==> src/rtl/palette_bank_lut.sv <==
// Multi-bank palette LUT: pixel index -> faded 8-bit RGB over a 2-stage pipeline.
// Bank switches and fade level steps land only on frame_tick so a frame never tears.
module palette_bank_lut #(
  parameter int IDX_W     = 4,
  parameter int BANKS     = 4,
  parameter int BANK_W    = 2,
  parameter int FADE_LOG2 = 3
) (
  input  logic              Clk,
  input  logic              Reset_n,
  input  logic              frame_tick,
  input  logic [BANK_W-1:0] bank_req,
  input  logic              idx_valid,
  input  logic [IDX_W-1:0]  idx_in,
  input  logic              trans_en,
  input  logic              wr_en,
  input  logic [BANK_W-1:0] wr_bank,
  input  logic [IDX_W-1:0]  wr_idx,
  input  logic [23:0]       wr_rgb,
  input  logic              fade_out,
  input  logic              fade_in,
  output logic [7:0]        Red,
  output logic [7:0]        Green,
  output logic [7:0]        Blue,
  output logic              out_valid,
  output logic              out_transparent,
  output logic [BANK_W-1:0] bank_active,
  output logic              fade_busy
);
  localparam int DEPTH = BANKS << IDX_W;
  localparam int LVL_W = FADE_LOG2 + 1;
  localparam logic [LVL_W-1:0] LVL_MAX = LVL_W'(1 << FADE_LOG2);

  typedef enum logic [1:0] {S_IDLE, S_OUT, S_BLACK, S_IN} fade_st_t;

  logic [DEPTH-1:0][23:0]    r_mem;
  logic [2:1]                r_vld_pipe;
  logic [23:0]               r_s1_rgb;
  logic                      r_s1_trans;
  logic [LVL_W-1:0]          r_level;
  fade_st_t                  r_state;
  logic [BANK_W+IDX_W-1:0]   w_waddr;
  logic [BANK_W+IDX_W-1:0]   w_raddr;
  logic [LVL_W-1:0]          w_gain;

  assign w_waddr   = {wr_bank, wr_idx};
  assign w_raddr   = {bank_active, idx_in};
  assign w_gain    = LVL_MAX - r_level;
  assign out_valid = r_vld_pipe[2];
  assign fade_busy = (r_state == S_OUT) || (r_state == S_IN);

  function automatic logic [7:0] scale(input logic [7:0] c, input logic [LVL_W-1:0] g);
    logic [8+LVL_W-1:0] p;
    p = {{LVL_W{1'b0}}, c} * {8'd0, g};
    return p[FADE_LOG2 +: 8];
  endfunction

  always_ff @(posedge Clk or negedge Reset_n) begin
    if (!Reset_n) r_mem <= '0;
    else if (wr_en) r_mem[w_waddr] <= wr_rgb;
  end

  always_ff @(posedge Clk or negedge Reset_n) begin
    if (!Reset_n) bank_active <= '0;
    else if (frame_tick) bank_active <= bank_req;
  end

  // Stage 1 reads the pre-edge array, so a same-cycle write returns old data.
  always_ff @(posedge Clk or negedge Reset_n) begin
    if (!Reset_n) begin
      r_vld_pipe <= '0;
      r_s1_rgb   <= '0;
      r_s1_trans <= 1'b0;
    end else begin
      r_vld_pipe <= {r_vld_pipe[1], idx_valid};
      if (idx_valid) begin
        r_s1_rgb   <= r_mem[w_raddr];
        r_s1_trans <= trans_en && (idx_in == '0);
      end
    end
  end

  always_ff @(posedge Clk or negedge Reset_n) begin
    if (!Reset_n) begin
      Red             <= '0;
      Green           <= '0;
      Blue            <= '0;
      out_transparent <= 1'b0;
    end else if (r_vld_pipe[1]) begin
      Red             <= scale(r_s1_rgb[23:16], w_gain);
      Green           <= scale(r_s1_rgb[15:8],  w_gain);
      Blue            <= scale(r_s1_rgb[7:0],   w_gain);
      out_transparent <= r_s1_trans;
    end
  end

  // A direction change consumes the edge; the level only steps on later ticks.
  always_ff @(posedge Clk or negedge Reset_n) begin
    if (!Reset_n) begin
      r_state <= S_IDLE;
      r_level <= '0;
    end else begin
      case (r_state)
        S_IDLE:  if (fade_out) r_state <= S_OUT;
        S_OUT: begin
          if (fade_in && !fade_out) r_state <= S_IN;
          else if (frame_tick) begin
            if (r_level >= LVL_MAX - LVL_W'(1)) begin
              r_level <= LVL_MAX;
              r_state <= S_BLACK;
            end else r_level <= r_level + LVL_W'(1);
          end
        end
        S_BLACK: if (fade_in) r_state <= S_IN;
        S_IN: begin
          if (fade_out && !fade_in) r_state <= S_OUT;
          else if (frame_tick) begin
            if (r_level <= LVL_W'(1)) begin
              r_level <= '0;
              r_state <= S_IDLE;
            end else r_level <= r_level - LVL_W'(1);
          end
        end
        default: r_state <= S_IDLE;
      endcase
    end
  end
endmodule

==> config.mk <==
export PLATFORM = sky130hd
export DESIGN_NAME = palette_bank_lut
export DESIGN_NICKNAME = d
export VERILOG_FILES = /design/src/rtl/palette_bank_lut.sv
export SDC_FILE = /design/constraint.sdc
export NUM_CORES = 2
export LEC_CHECK = 0
export BUFFER_PORTS_ARGS = -buffer_cell sky130_fd_sc_hd__buf_2
export CAP_MARGIN = 15
export CORE_MARGIN = 3
export CORE_UTILIZATION = 60
export DETAILED_ROUTE_END_ITERATION = 7
export PLACE_DENSITY = 0.76
export SLEW_MARGIN = 20
export SYNTH_ARGS = -nofsm -noshare
export SYNTH_HDL_FRONTEND = slang
export SYNTH_SLANG_ARGS = --single-unit
==> constraint.sdc <==
create_clock -name Clk -period 5.5 [get_ports Clk]
set_input_delay 1.1 -clock Clk [delete_from_list [all_inputs] [get_ports Clk]]
set_output_delay 1.1 -clock Clk [all_outputs]
set_load 0.02 [all_outputs]
# Word-level counts from Yosys, hierarchy flattened
# Index checks and enable logic that the tools add are counted.
[classes]
order_cmp = 5
muxes = 21
multipliers = 3
n_eq_ne = 13
n_addsub = 3
reduce_logical = 12
[op_table]
columns = ["operator", "n"]
rows = [
  ["1536-bit bitwise mux", 1],
  ["24-bit binary-select mux with 6-bit select", 1],
  ["24-bit demux with 6-bit select", 1],
  ["24-bit two-way mux", 2],
  ["8-bit by 4-bit multiplier with 11-bit output", 3],
  ["4-bit two-way mux", 6],
  ["2-bit two-way mux", 8],
  ["6-bit by 7-bit less-than comparator with 1-bit output (second input constant)", 2],
  ["2-bit inequality test (second input constant)", 6],
  ["2-bit case mux with 4 select lines", 1],
  ["4-bit case mux with 2 select lines", 1],
  ["6-bit by 1-bit greater-or-equal comparator with 1-bit output (second input constant)", 1],
  ["3-bit by 1-bit inequality test with 1-bit output (second input constant)", 2],
  ["3-bit by 2-bit inequality test with 1-bit output (second input constant)", 2],
  ["6-bit AND reduction", 1],
  ["5-bit AND reduction", 1],
  ["4-bit by 1-bit adder with 4-bit output (second input constant)", 1],
  ["2-bit equality test (second input constant)", 2],
  ["4-bit by 3-bit greater-or-equal comparator with 1-bit output (second input constant)", 1],
  ["4-bit by 1-bit <= comparator with 1-bit output (second input constant)", 1],
  ["1-bit logical AND", 4],
  ["4-bit zero test", 1],
  ["4-bit by 1-bit subtractor with 4-bit output (second input constant)", 1],
  ["4-bit subtractor (first input constant)", 1],
  ["5 further kinds", 6],
]
[word_totals]
inputBits = 44
out_inout_bits = 29
word_cells = 131
regBits = 1596

# Longest topological paths before layout
[depth]
word_depth = 5
ltp_mapped = 17
mapped_depth_nobuf = 15

# Worst setup path after synthesis
# OpenSTA, ideal clock, no wires.
[synth_path]
path_type = "flip-flop to flip-flop"
startpoint = "reg r_level[0]"
endpoint = "reg Green[7]"
synth_period_minus_slack_ns = 4.198
setup_time_ns = 0.125
stages_incl_launch_ff = 17
setup_slack_ns = 1.302
t_arrival_ns = 4.073
path_buffers = 2
t_required_ns = 5.375
path_cell_list = "dfrtp_1 > clkbuf_1 > inv_1 > ha_1 > xnor2_1 > clkbuf_1 > nand2_1 > fa_1 > inv_1 > fa_1 > fa_1 > a21oi_1 > nor2b_1 > o31a_1 > o41ai_1 > xnor2_1 > mux2_2"
[synth_between]
elab_chain_cells = 2
[synth_lines]
columns = ["element", "line_no", "source"]
rows = [
  ["from (decl)", "40", "logic [LVL_W-1:0] r_level;"],
  ["from (signal assigned)", "111", "end else r_level <= r_level + LVL_W'(1);"],
  ["from (signal assigned)", "121", "end else r_level <= r_level - LVL_W'(1);"],
  ["4-bit subtractor", "48", "assign w_gain = LVL_MAX - r_level;"],
  ["8-bit by 4-bit multiplier with 11-bit output", "54", "p = {{LVL_W{1'b0}}, c} * {8'd0, g};"],
  ["to (signal assigned)", "91", "Green <= scale(r_s1_rgb[15:8], w_gain);"],
  ["to (decl)", "23", "output logic [7:0] Green,"],
]
# Every way passes these cells.
# A chain may end at the register's enable or synchronous reset.

# Worst setup path after layout
[layout_path]
startpoint = "reg r_level[0]"
endpoint = "reg Green[6]"
# Same word-level chain as after synthesis.

==> out/results.txt <==
Status - completed
Vias in the first global route - 46500
Die Wd - 359 um
Max Slew Vio Count - 0
Final setup viols - 0
DR WL/cell - 29.1 um
CP Launch Type - register
Critical path type - reg2reg
Fmax - 0.225 GHz
Synthesized area per cell - 14.9 um^2
Critical path cell sequence - buf_4 -> inv_1 -> ha_1 -> and2_1 -> fa_1 -> inv_1 -> fa_1 -> inv_1 -> ha_1 -> nand2_1 -> o31ai_1 -> a2111oi_0 -> o31ai_1 -> xor2_1 -> mux2_2
Fillers - 8414
Slowest cell on crit path - ha_1
Rel. slew slack - 21.6%
Clock sink count - 1596
Worst skew pair latency - 0.80 ns
Clk root buf - clkbuf_16
Core Box Area - 123000 um^2
HP Class - in2async
Commonest cells after routing, fill and taps aside - 1595 x dfrtp_1, 1585 x mux2_2, 322 x mux4_2
Syn nets - 5153
Pre-CTS WS - 1.04 ns
Multi-input logic area - 32700 um^2
Share of cells above drive strength 1 - 48.0%
Seq cells post-synth - 1596
Initial antenna violation count - 10
Final ANT Viol Nets - 0
Setup Total Neg Slack - 0 ns
Largest net degree at the start of global routing - 152
Vias per cell - 6.59
Clock skew - 0.0231 ns
Area Overhead vs Synth - 9.95%
Depth of the CTS H-tree - 4
Die Area - 129000 um^2
Overflow after GRT - 0
Post-synth EDFFs - 0
Unrepaired setup endpoints after global routing - no
Critical path's most frequent cell - inv_1
Die Height - 359 um
First-pass GRT wire length - 299 mm
Distinct cells, synth - 57
Fin crit period - 4.45 ns
Worst Path Max Fanout - 23
Cell leakage power - 38.7 nW
Async SR Flop Fraction - 100%
Sequential fraction of the synthesis area - 53.4%
Crit path DAT - 5.14 ns
TritonCTS clock tree - built
Post-CTS setup buffer count - 0
Dominant synthesized flop cell - dfrtp_1
Final worst path period share - 81.0%
Commonest non-fill, non-tap cell in the layout - dfrtp_1
Starting density of the core - 60.9%
Total CTS buffers - 165
DRC violations left - 0
DR iter-0 viols - 4043
Buffers added on ports - 72
CTS max path bufs - 3
Slew @ Worst Pin - 1.17 ns
Post-CTS Resized - 0
Final WL - 196 mm
Total global-route track usage - 30.9%
Post-synthesis cell area - 74900 um^2
Worst setup margin - 1.05 ns
Drt pass-1 iters - 6
Power Total - 0.0310 W
FP Rows - 128
Pwr Density - 377 nW/um^2
DP HPWL - 116 mm
CP Capture Type - register
Clk slew on worst S/H paths - 0.06 ns
Layout Nets - 5077
Register area - 39900 um^2
Hold_buf cts - 0
Yosys warning count - 0
Final hold vios - 0
GPL Wtd Cong - 0.865
Max Cap Violations - 0
Max incr delay on CP - 0.59 ns
Worst path required time - 6.19 ns
Via count - 44200
VDD IR max - 369 uV
Syn Inst Count - 5030
I/O Pins - 73
==> power by group <==
group	switching, W	internal, W	total (W)
clock	0.00460	0.00685	0.0115
combinational	0.00261	0.00268	0.00529
sequential	0.000904	0.0134	0.0143
total	0.00811	0.0229	0.0310
==> layer usage <==
layer | global-route usage [%] | part of all wire, % | vias up
li1 | - | - | 18300
met1 | 42.2 | 41 | 24000
met2 | 48.9 | 47 | 1536
met3 | 6.33 | 7.0 | 393
met4 | 12.5 | 4.4 | 2
met5 | 0 | 0.0061 | -
==> synthesized netlist by cell type, types with 34 or more instances <==
cell      number  area [um^2]
and2_1        66          413
mux4_2       322         7250
buf_4         34          255
dfrtp_1     1596        39900
clkbuf_1     294         1100
buf_1         36          135
o221ai_1      36          315
a21oi_1       56          280
ha_1          43          538
inv_1         62          233
nand3_1       35          175
fa_1          36          721
o22ai_1       36          225
mux2i_1      193         1930
a22oi_1       39          293
buf_2         98          490
mux2_2      1585        17800
nand2_1       98          368
nor2_1       103          387
==> worst max-delay path, delay by kind of cell, from the launching register on <==
kind | cells | cell delay [ns]
compound gates | 3 | 0.87
xor+xnor | 1 | 0.10
fa+ha+maj | 4 | 1.94
buf+inv | 4 | 0.44
flops | 1 | 0.32
mux | 1 | 0.27
simple gates | 2 | 0.40
==> logic make-up after synthesis <==
family	Yosys count	share of synthesized area [%]
and+or+nand+nor	386	2.51
AOI/OAI and AO/OA	303	2.85
xor gates and xnor gates	29	0.339
adders and majority gates	79	1.68
DFF	1596	53.4
buffers and inverters	537	3.15
muxes	2100	36.1
==> layout make-up <==
| cell class | count | area share (%) |
|---|---|---|
| Sequential cell | 1596 | 48.5 |
| Multi-Input combinational cell | 2897 | 39.8 |
| Clock buffer | 259 | 6.20 |
| Tap cell | 1625 | 2.47 |
| Timing Repair Buffer | 231 | 2.17 |
| Clock inverter | 35 | 0.562 |
| Inverter | 63 | 0.287 |
| Antenna cell | 5 | 0.0152 |
==> state kept, by name (all words and copies together) (netlist names) <==
| name | flops |
|---|---|
| r_level | 4 |
| Green | 8 |
| r_vld_pipe | 2 |
| r_mem | 1536 |
| bank_active | 2 |
| out_transparent | 1 |
| r_s1_trans | 1 |
| r_state | 2 |
| r_s1_rgb | 24 |
| Blue | 8 |
| Red | 8 |
==> worst paths after layout <==
check / startpoint / to / slack [ns] / cells past startpoint
max in group asynchronous: Reset_n / r_mem[1107]$_DFFE_PN0P_ / 3.75 / 2
worst min-delay path: Reset_n / r_mem[1360]$_DFFE_PN0P_ / 0.35 / 1
worst max-delay path: r_level[0]$_DFFE_PN0P_ / Green[6]$_DFFE_PN0P_ / 1.05 / 15
worst max register to register: r_level[0]$_DFFE_PN0P_ / Green[6]$_DFFE_PN0P_ / 1.05 / 15
min in group Clk: r_mem[1414]$_DFFE_PN0P_ / r_mem[1414]$_DFFE_PN0P_ / 0.50 / 1
worst min register to register: r_mem[1414]$_DFFE_PN0P_ / r_mem[1414]$_DFFE_PN0P_ / 0.50 / 1
==> metrics by stage <==
step / std cells / utilization [%] / instance area [um^2] / hold WS [ns]
final: 6711 / 67.0 / 82300 / 0.351
after global routing: 6706 / 67.0 / 82300 / 0.388
after CTS: 6706 / 67.0 / 82300 / 0.356
after detailed placement: 6412 / 62.5 / 76700 / 0.487
after global placement: 6412 / 62.5 / 76700 / 0.481
after floorplan: 5030 / - / 74900 / 0.352
No activity file was read; power rests on OpenSTA's default activity.
